[src/rtl/fetch_stall_unit_pkg.sv]
// Shared constants for the fetch/stall front end: default control width, NOP encodings, reset PC.
package fetch_stall_unit_pkg;
  localparam int          CTRL_WIDTH_DEF = 9;
  localparam int          STALL_CNT_W    = 16;
  localparam logic [63:0] NOP_CTRL       = '0;
  localparam logic [63:0] NOP_INST       = '0;
  localparam logic [63:0] RESET_PC       = '0;
endpackage

[src/rtl/fetch_stall_unit_pipe_reg.sv]
// Generic pipeline register: synchronous reset to RST_VAL, synchronous clear to zero, load enable.
module pipe_reg #(
  parameter int             W       = 32,
  parameter logic [W-1:0]   RST_VAL = '0
) (
  input  logic         clk,
  input  logic         rst,
  input  logic         en,
  input  logic         clr,
  input  logic [W-1:0] d,
  output logic [W-1:0] q
);
  // Clear beats enable so a flush wins over a hold.
  always_ff @(posedge clk) begin
    if (rst)      q <= RST_VAL;
    else if (clr) q <= '0;
    else if (en)  q <= d;
  end
endmodule

[src/rtl/fetch_stall_unit.sv]
// IF-stage PC, IF/ID and ID/EX control registers with hazard stalls and branch flush.
// Define FETCH_STALL_COUNTER_EN to build the saturating load-use stall counter.
module fetch_stall_unit
  import fetch_stall_unit_pkg::*;
#(
  parameter int PC_WIDTH   = 32,
  parameter int INST_WIDTH = 32,
  parameter int CTRL_WIDTH = CTRL_WIDTH_DEF
) (
  input  logic                  clk,
  input  logic                  rst,
  input  logic                  i_PCWrite,
  input  logic                  i_if_id_write,
  input  logic                  i_control_mux,
  input  logic                  i_branch_taken,
  input  logic [PC_WIDTH-1:0]   i_branch_target,
  input  logic [INST_WIDTH-1:0] i_instruction,
  input  logic [CTRL_WIDTH-1:0] i_id_control,
  output logic [PC_WIDTH-1:0]   o_pc,
  output logic [PC_WIDTH-1:0]   o_if_id_pc_plus1,
  output logic [INST_WIDTH-1:0] o_if_id_instruction,
  output logic                  o_if_id_valid,
  output logic [CTRL_WIDTH-1:0] o_id_ex_control,
  output logic [15:0]           o_stall_count
);
  localparam int IFID_W = PC_WIDTH + INST_WIDTH + 1;

  logic [PC_WIDTH-1:0]   pc_plus1;
  logic [PC_WIDTH-1:0]   pc_d;
  logic [IFID_W-1:0]     ifid_d, ifid_q;
  logic [CTRL_WIDTH-1:0] idex_d;

  assign pc_plus1 = o_pc + PC_WIDTH'(1);
  assign pc_d     = i_branch_taken ? i_branch_target : pc_plus1;

  pipe_reg #(.W(PC_WIDTH), .RST_VAL(PC_WIDTH'(RESET_PC))) u_pc (
    .clk(clk), .rst(rst), .en(i_branch_taken | i_PCWrite), .clr(1'b0),
    .d(pc_d), .q(o_pc)
  );

  // Flush clears to the NOP encoding; an IF/ID hold keeps valid as-is.
  assign ifid_d = {pc_plus1, i_instruction, 1'b1};

  pipe_reg #(.W(IFID_W), .RST_VAL('0)) u_if_id (
    .clk(clk), .rst(rst), .en(i_if_id_write), .clr(i_branch_taken),
    .d(ifid_d), .q(ifid_q)
  );

  assign o_if_id_pc_plus1    = ifid_q[IFID_W-1 -: PC_WIDTH];
  assign o_if_id_instruction = ifid_q[INST_WIDTH:1];
  assign o_if_id_valid       = ifid_q[0];

  assign idex_d = i_control_mux ? CTRL_WIDTH'(NOP_CTRL) : i_id_control;

  pipe_reg #(.W(CTRL_WIDTH), .RST_VAL('0)) u_id_ex (
    .clk(clk), .rst(rst), .en(1'b1), .clr(i_branch_taken),
    .d(idex_d), .q(o_id_ex_control)
  );

`ifdef FETCH_STALL_COUNTER_EN
  logic [STALL_CNT_W-1:0] stall_cnt;

  always_ff @(posedge clk) begin
    if (rst)
      stall_cnt <= '0;
    else if (i_control_mux && !i_branch_taken && stall_cnt != '1)
      stall_cnt <= stall_cnt + STALL_CNT_W'(1);
  end

  assign o_stall_count = stall_cnt;
`else
  assign o_stall_count = '0;
`endif

endmodule
[config.mk]
export PLATFORM = sky130hd
export DESIGN_NAME = fetch_stall_unit
export DESIGN_NICKNAME = d
export VERILOG_FILES = /design/src/rtl/fetch_stall_unit_pkg.sv /design/src/rtl/fetch_stall_unit_pipe_reg.sv /design/src/rtl/fetch_stall_unit.sv
export SDC_FILE = /design/constraint.sdc
export NUM_CORES = 1
export LEC_CHECK = 0
export CORE_UTILIZATION = 39
export CTS_CLUSTER_SIZE = 30
export DETAILED_ROUTE_END_ITERATION = 16
export PLACE_DENSITY_LB_ADDON = 0.12
export RECOVER_POWER = 25
export SYNTH_ARGS = -nofsm -noshare
export SYNTH_HDL_FRONTEND = slang
export SYNTH_SLANG_ARGS = --single-unit
[constraint.sdc]
create_clock -name clk -period 1.9 [get_ports clk]
set_input_delay 0.285 -clock clk [delete_from_list [all_inputs] [get_ports clk]]
set_output_delay 0.285 -clock clk [all_outputs]
set_load 0.1 [all_outputs]
==> run_results.csv, run 1 <==
group,metric,value,unit
power_and_ir_drop,leakagePower,2.91,nW
yosys,yosys.cell_types.count,46,
power_and_ir_drop,irDropWorstVdd,0.000457,V
grt,largest_net_degree_at_the_start_of_global_routing,97,
yosys,synth_flop_cell,"sky130_fd_sc_hd__dfxtp_1",
clocking,clk_root_buffer_cell,"sky130_fd_sc_hd__clkbuf_16",
worst_setup_path,endpoint_kind,"flip-flop",
yosys,yosys_warnings,0,
timing,period_share,95.7,%
routing,routedWlPerCell,15.4,um
worst_setup_path,worstSetupStartpointType,"flip-flop",
timing,finalSetupViolations,0,
cells_and_area,drive_above_1_share,28.5,%
yosys,mappedNetlistArea,4850,sq um
die,core_region_area,12100,sq um
cells_and_area,final_util,59.0,%
yosys,synth_top_area_cell,"sky130_fd_sc_hd__dfxtp_1",
die,die_boundary_height,113,um
cells_and_area,antennaDiodeCount,0,
timing,timing_worst_slew_pin_value,0.597,ns
die,die-area,12900,sq um
routing,initialDrtViolationCount,190,
cells_and_area,area.growth.synth_to_final,46.8,%
worst_setup_path,worst-setup-path-type,"flip-flop to flip-flop",
placement,dp_slack,-0.0910,ns
power_and_ir_drop,power.density_cell_area,812,nW/um^2
timing,worst_clock_skew,0.00687,ns
cells_and_area,finalInstanceArea,7110,sq um
clocking,cts_hold_buffers,0,
grt,via_count_of_the_first_global_routing_pass,4315,
timing,final-hold-violation-count,0,
routing,postRouteWirelength,13900,um
routing,ant_nets,0,
routing,vias_per_cell,5.00,
timing,maxSlewViolCount,0,
clocking,worst_setup_hold_path_clk_slew,0.07,ns
clocking,clkSinkCount,106,
power_and_ir_drop,post-layout-total-power,5.77,mW
timing,maxClockFrequency,0.550,GHz
yosys,syn_avg_cell_area,8.94,sq um
worst_setup_path,crit_fanout,7,
routing,drt-pass1-iter-count,4,
die,fp-row-count,40,
timing,layout_min_cycle_time,1.82,ns
timing,timing.slew.headroom,60.2,%
yosys,synth_enable_flop_cells,0,
grt,grt_overflow_total,0,
grt,track_usage,21.3,%
placement,dp.final_hpwl,9840,um
placement,io_buffer_count,184,
die,die_width,113,um
die,pin_count,201,
die,start_util,40.2,%
worst_hold_path,worst_hold_path_type,"primary input to flip-flop",
clocking,cts-root-to-sink-buffers,2,
timing,finalHoldWorstSlack,0.481,ns
yosys,yosys-top-cells-area,"sky130_fd_sc_hd__dfxtp_1 (44%), sky130_fd_sc_hd__mux2i_1 (7.0%), sky130_fd_sc_hd__xor2_1 (6.9%)",
yosys,async_flop_share,0,%
grt,grt_antenna_before_repair,0,
grt,grt_pass1_wl,21600,um
clocking,numCtsBuffers,9,
yosys,netlist_instances,542,
outcome,run_status,"finished, final reports clean",
clocking,cts_tree,"built",
yosys,synth_sequential_area_ratio,43.8,%
placement,gp_weighted_congestion,0.843,
routing,drcViolationCount,0,
cells_and_area,finish.net_count,808,
yosys,synth_largest_type_area_fraction,43.8,%
clocking,htree_levels,3,
routing,route.vias.total,4503,
timing,final_critical_path_setup_slack,0.0818,ns
yosys,synth.ff_latch_count,106,
worst_setup_path,crit_required,2.12,ns
placement,placed_area,6760,sq um
clocking,clock_insertion_delay_worst_skew,0.35,ns
worst_setup_path,crit_arrival,2.04,ns
job,timing.max_cap.violations,0,
==> synthesized netlist by cell type, types with 2 or more instances <==
library cell                 n
sky130_fd_sc_hd__a211oi_1   22
sky130_fd_sc_hd__a21oi_1    32
sky130_fd_sc_hd__a311oi_1    5
sky130_fd_sc_hd__and2_1     11
sky130_fd_sc_hd__and3_1      5
sky130_fd_sc_hd__buf_1       3
sky130_fd_sc_hd__buf_2       8
sky130_fd_sc_hd__buf_4      19
sky130_fd_sc_hd__clkbuf_1   28
sky130_fd_sc_hd__dfxtp_1   106
sky130_fd_sc_hd__inv_1       4
sky130_fd_sc_hd__mux2i_1    34
sky130_fd_sc_hd__nand2_1    18
sky130_fd_sc_hd__nand3_1    26
sky130_fd_sc_hd__nand3_2     2
sky130_fd_sc_hd__nand4_1    18
sky130_fd_sc_hd__nand4_2     2
sky130_fd_sc_hd__nor2_1     79
sky130_fd_sc_hd__nor3_1      6
sky130_fd_sc_hd__nor3b_1     2
sky130_fd_sc_hd__nor4_1      4
sky130_fd_sc_hd__nor4_4      2
sky130_fd_sc_hd__o21ai_0    28
sky130_fd_sc_hd__or3_1       4
sky130_fd_sc_hd__xnor2_1    16
sky130_fd_sc_hd__xor2_1     38
==> cell families (layout without fill, tap and decap cells) <==
kind of cell	count (synthesis)	after routing	synth area share (%)
other cells	1	16	0.0774
mux	34	34	7.02
buf+inv	64	240	6.79
flops	106	106	43.8
xor+xnor	54	54	9.76
compound gates	94	94	11.7
simple gates	188	188	20.6
fa+ha+maj	1	1	0.258
==> area by class of cell <==
class	count	area (sq um)
Tap cell	168	210
Clock buffer	11	243
Inverter	5	18.8
Multi-Input combinational cell	387	2520
Timing Repair Buffer	219	1850
Sequential cell	106	2240
Fill cell	1068	4950
Clock inverter	5	35.0
==> final timing paths <==
check | startpoint | slack (ns) | to | cells after the start
max | u_pc.q[1]$_SDFFE_PP0P_ | 0.08 | u_pc.q[28]$_SDFFE_PP0P_ | 9
min | i_branch_target[11] | 0.48 | u_pc.q[11]$_SDFFE_PP0P_ | 3
max reg2reg | u_pc.q[1]$_SDFFE_PP0P_ | 0.08 | u_pc.q[28]$_SDFFE_PP0P_ | 9
min reg2reg | u_if_id.q[33]$_SDFFE_PP0P_ | 0.48 | u_if_id.q[33]$_SDFFE_PP0P_ | 2
==> per-stage QoR <==
stage	cells	setup TNS, ns
final	901	0
after detailed placement	872	-0.0972
after floorplan	557	-0.153
after global placement	872	-0.0454
after CTS	888	0
after global routing	901	-0.128
==> report_power, final <==
part	internal (mW)	switching [mW]
combinational	0.411	1.13
sequential	2.31	0.139
clock	0.933	0.853
==> layout by cell type, fill, tap and decap left out, types with 3 or more instances in the layout <==
cell                              count
sky130_fd_sc_hd__nand3_4              3
sky130_fd_sc_hd__clkdlybuf4s50_1     75
sky130_fd_sc_hd__nand3_1             23
sky130_fd_sc_hd__dfxtp_4             30
sky130_fd_sc_hd__nand4_1             18
sky130_fd_sc_hd__a311oi_1             5
sky130_fd_sc_hd__nor4_1               4
sky130_fd_sc_hd__dfxtp_1             75
sky130_fd_sc_hd__nand2_1             17
sky130_fd_sc_hd__conb_1              16
sky130_fd_sc_hd__nor3_1               5
sky130_fd_sc_hd__nand4_4              3
sky130_fd_sc_hd__xor2_1              38
sky130_fd_sc_hd__buf_12               4
sky130_fd_sc_hd__a21oi_1             32
sky130_fd_sc_hd__a211oi_1            21
sky130_fd_sc_hd__clkbuf_2            22
sky130_fd_sc_hd__and2_1              11
sky130_fd_sc_hd__nand3_2              3
sky130_fd_sc_hd__and3_1               5
sky130_fd_sc_hd__inv_1                4
sky130_fd_sc_hd__o21ai_0             28
sky130_fd_sc_hd__buf_4              114
sky130_fd_sc_hd__nor2_1              79
sky130_fd_sc_hd__mux2i_1             34
sky130_fd_sc_hd__clkbuf_16           10
sky130_fd_sc_hd__xnor2_1             16
sky130_fd_sc_hd__or3_1                4
==> metal layers <==
layer | wire length (um) | GRT usage (%)
met5 | 0 | 0
met4 | 330 | 9.74
met3 | 744 | 4.41
met2 | 6800 | 36.2
met1 | 6020 | 26.0
==> sequential cells by signal, indices dropped and copies added, names as in the netlist <==
name,count
u_id_ex.q,9
u_pc.q,32
u_if_id.q,65
==> worst max-delay path, cell delays in order (launching register included) <==
cell                      delay [ns]
sky130_fd_sc_hd__dfxtp_4        0.39
sky130_fd_sc_hd__ha_4           0.18
sky130_fd_sc_hd__nand3_4        0.11
sky130_fd_sc_hd__nor4_4         0.27
sky130_fd_sc_hd__buf_4          0.18
sky130_fd_sc_hd__buf_12         0.13
sky130_fd_sc_hd__buf_4          0.12
sky130_fd_sc_hd__nand3_2        0.06
sky130_fd_sc_hd__xor2_1         0.17
sky130_fd_sc_hd__o22ai_1        0.08
==> repair_timing <==
item / in CTS / in global routing
setup buffers: 0 / 12
resized for setup: 0 / 3
setup endpoints to repair: 0 / 5
Note: power is estimated with default switching activity, not from simulation.
==> run 2: changes to the inputs <==
Settings changed: REMOVE_ABC_BUFFERS set to 1.
==> run 2 against run 1 <==
  * Sequential power fell by 2%
  * Hold slack got worse by 0.10 ns
  * Utilization rose by 2.5 points
  * Highest routed layer unchanged
  * Register-to-register slack improved by 0.06 ns
  * Critical endpoint is now u_pc.q[8]$_SDFFE_PP0P_
  * Flip-flop and latch count did not move
  * Clock-buffer cell count fell by 1
==> run_results.csv, run 2 (synthesis results as in run 1) <==
group,metric,value,unit
worst_setup_path,r2r_end,"u_pc.q[14]$_SDFFE_PP0P_",
worst_hold_path,worstHoldEndpoint,"u_if_id.q[22]$_SDFFE_PP0P_",
grt,largest_net_degree_at_the_start_of_global_routing,49,
die,die_boundary_height,113,um
grt,grt_pass1_wl,22100,um
placement,gp_weighted_congestion,0.810,
die,start_util,40.2,%
worst_setup_path,worst_r2r_src,"u_pc.q[0]$_SDFFE_PP0P_",
power_and_ir_drop,leakagePower,3.09,nW
clocking,cts_tree,"built",
clocking,cts_hold_buffers,0,
routing,routedWlPerCell,14.6,um
placement,placed_cells_incl_taps,909,
job,timing.max_cap.violations,0,
cells_and_area,finalInstanceArea,7420,sq um
worst_setup_path,crit_arrival,2.02,ns
timing,setup_tns,0,ns
cells_and_area,area.growth.synth_to_final,53.0,%
grt,track_usage,21.7,%
routing,drt-pass1-iter-count,4,
worst_hold_path,min_from,"i_if_id_write",
cells_and_area,commonest_non_fill_non_tap_cells_in_the_layout,"sky130_fd_sc_hd__buf_4 (108), sky130_fd_sc_hd__dfxtp_1 (96), sky130_fd_sc_hd__nor2_1 (78)",
worst_setup_path,critical_path.slowest_cell,"sky130_fd_sc_hd__clkbuf_1",
clocking,clk_root_buffer_cell,"sky130_fd_sc_hd__clkbuf_16",
timing,unrepaired_setup_endpoints_after_global_routing,"no",
timing,timing_worst_slew_pin_value,0.717,ns
clocking,numCtsBuffers,9,
worst_setup_path,critical_path.top_delay_family,"buffers and inverters",
clocking,clock_insertion_delay_worst_skew,0.35,ns
timing,finalSetupViolations,0,
worst_setup_path,crit_required,2.15,ns
placement,dp.final_hpwl,10200,um
worst_hold_path,worst_hold_path_type,"primary input to flip-flop",
clocking,htree_levels,3,
die,die-area,12900,sq um
grt,grt_overflow_total,0,
routing,ant_nets,0,
worst_setup_path,worst-setup-path-type,"primary input to flip-flop",
worst_setup_path,endpoint_kind,"flip-flop",
grt,grt_use_met2,36.7,%
cells_and_area,final_cell_count_no_fill,928,
cells_and_area,largest_register_ffs,65,
worst_setup_path,worst_path_largest_cell_delay,0.55,ns
grt,met1_track_utilization_from_global_routing,26.7,%
die,die_width,113,um
placement,dp_slack,-0.101,ns
routing,initialDrtViolationCount,190,
worst_hold_path,hold_path_depth,3,
die,fp-row-count,40,
cells_and_area,final_util,61.5,%
clocking,cts-root-to-sink-buffers,2,
worst_setup_path,worst-path-buf-inv,4,
placement,io_buffer_count,184,
timing,maxClockFrequency,0.564,GHz
clocking,worst_setup_hold_path_clk_slew,0.07,ns
routing,vias_per_cell,4.91,
routing,drcViolationCount,0,
grt,busiest_layer,"met2",
cells_and_area,leading_cell_type_in_the_layout_fill_and_taps_excluded,"sky130_fd_sc_hd__buf_4",
cells_and_area,drive_above_1_share,27.6,%
timing,period_share,93.3,%
die,core_region_area,12100,sq um
clocking,clkSinkCount,106,
power_and_ir_drop,irDropWorstVdd,0.000542,V
outcome,run_status,"finished, final reports clean",
timing,timing.slew.headroom,52.2,%
timing,maxSlewViolCount,0,
cells_and_area,max_flop_register,"u_if_id.q",
grt,via_count_of_the_first_global_routing_pass,4421,
timing,final_critical_path_setup_slack,0.128,ns
routing,postRouteWirelength,13500,um
die,pin_count,201,
timing,layout_min_cycle_time,1.77,ns
grt,grt_antenna_before_repair,0,
power_and_ir_drop,power.density_cell_area,809,nW/um^2
worst_setup_path,timing.reg2reg.worst_path_depth,5,
worst_setup_path,crit_fanout,13,
worst_setup_path,crit_chain,"clkdlybuf4s50_1, buf_4, inv_2, clkbuf_1, nor2_1, a311oi_1",
worst_setup_path,worstSetupStartpointType,"primary input",
grt,globalRouteMet3Util,6.48,%
worst_setup_path,regToRegSetupSlack,0.14,ns
timing,final-hold-violation-count,0,
cells_and_area,finish.net_count,835,
timing,worst_clock_skew,0.00797,ns
cells_and_area,largest_registers,"u_if_id.q (65), u_pc.q (32), u_id_ex.q (9)",
placement,placed_area,7130,sq um
routing,route.vias.total,4554,
cells_and_area,antennaDiodeCount,0,
run 2: cell count changes in the layout (fill, tap and decap cells not counted), moves of 2 or more:
cell	previous run	this run
sky130_fd_sc_hd__nand3_1	23	25
sky130_fd_sc_hd__buf_12	4	25
sky130_fd_sc_hd__dfxtp_1	75	96
sky130_fd_sc_hd__nand3_4	3	1
sky130_fd_sc_hd__clkbuf_2	22	32
sky130_fd_sc_hd__clkinvlp_4	0	2
sky130_fd_sc_hd__buf_4	114	108
sky130_fd_sc_hd__clkbuf_1	2	4
sky130_fd_sc_hd__dfxtp_4	30	2
sky130_fd_sc_hd__dfxtp_2	1	8
sky130_fd_sc_hd__inv_4	2	0
run 2: routing by layer:
layer	part of all wire [%]	up-vias
met5	0	-
met4	1.0	0
met3	5.6	12
met2	50	139
met1	43	2132
li1	-	2271
run 2: stage by stage:
step	total power, mW	hold WS, ns
after global placement	4.18	0.450
after floorplan	3.54	0.350
final	6.00	0.380
after CTS	6.07	0.369
after global routing	6.24	0.382
after detailed placement	4.19	0.463
run 2: timing repair:
item                       CTS  global route
setup endpoints to repair    6            15
pin swaps                    0             2
buffers inserted             0             3
resized for setup            3            16
run 2: area by class of cell:
cell class	count	area, sq um
repair buffers	246	2260
clock inverters	6	67.6
multi-input cells	387	2490
flip-flops and latches	106	2140
well taps	168	210
clock buffers	10	229
inverters	5	18.8
fillers	1055	4650
run 2: worst min-delay path: stages:
cell,delay (ns)
sky130_fd_sc_hd__buf_4,0.19
sky130_fd_sc_hd__mux2i_1,0.14
sky130_fd_sc_hd__nor2_1,0.07
run 2: where the power goes:
group          internal [mW]  total (mW)  switching [mW]
Clock                   1.02        1.87           0.843
Combinational          0.526        1.72            1.20
Sequential              2.32        2.41          0.0827
Total                   3.87        6.00            2.12
run 2: how the worst max path moves through the flow:
stage | start | end | slack [ns] | depth (start not counted)
3_5_place_dp | i_PCWrite | u_pc.q[14]$_SDFFE_PP0P_ | -0.10 | 5
2_1_floorplan | u_pc.q[0]$_SDFFE_PP0P_ | u_pc.q[24]$_SDFFE_PP0P_ | -1.06 | 6
6_report | i_branch_taken | u_pc.q[8]$_SDFFE_PP0P_ | 0.13 | 6
3_3_place_gp | i_PCWrite | u_pc.q[14]$_SDFFE_PP0P_ | -0.06 | 5
5_1_grt | u_pc.q[0]$_SDFFE_PP0P_ | u_pc.q[24]$_SDFFE_PP0P_ | 0.01 | 7
4_1_cts | u_pc.q[4]$_SDFFE_PP0P_ | u_pc.q[27]$_SDFFE_PP0P_ | 0.02 | 6
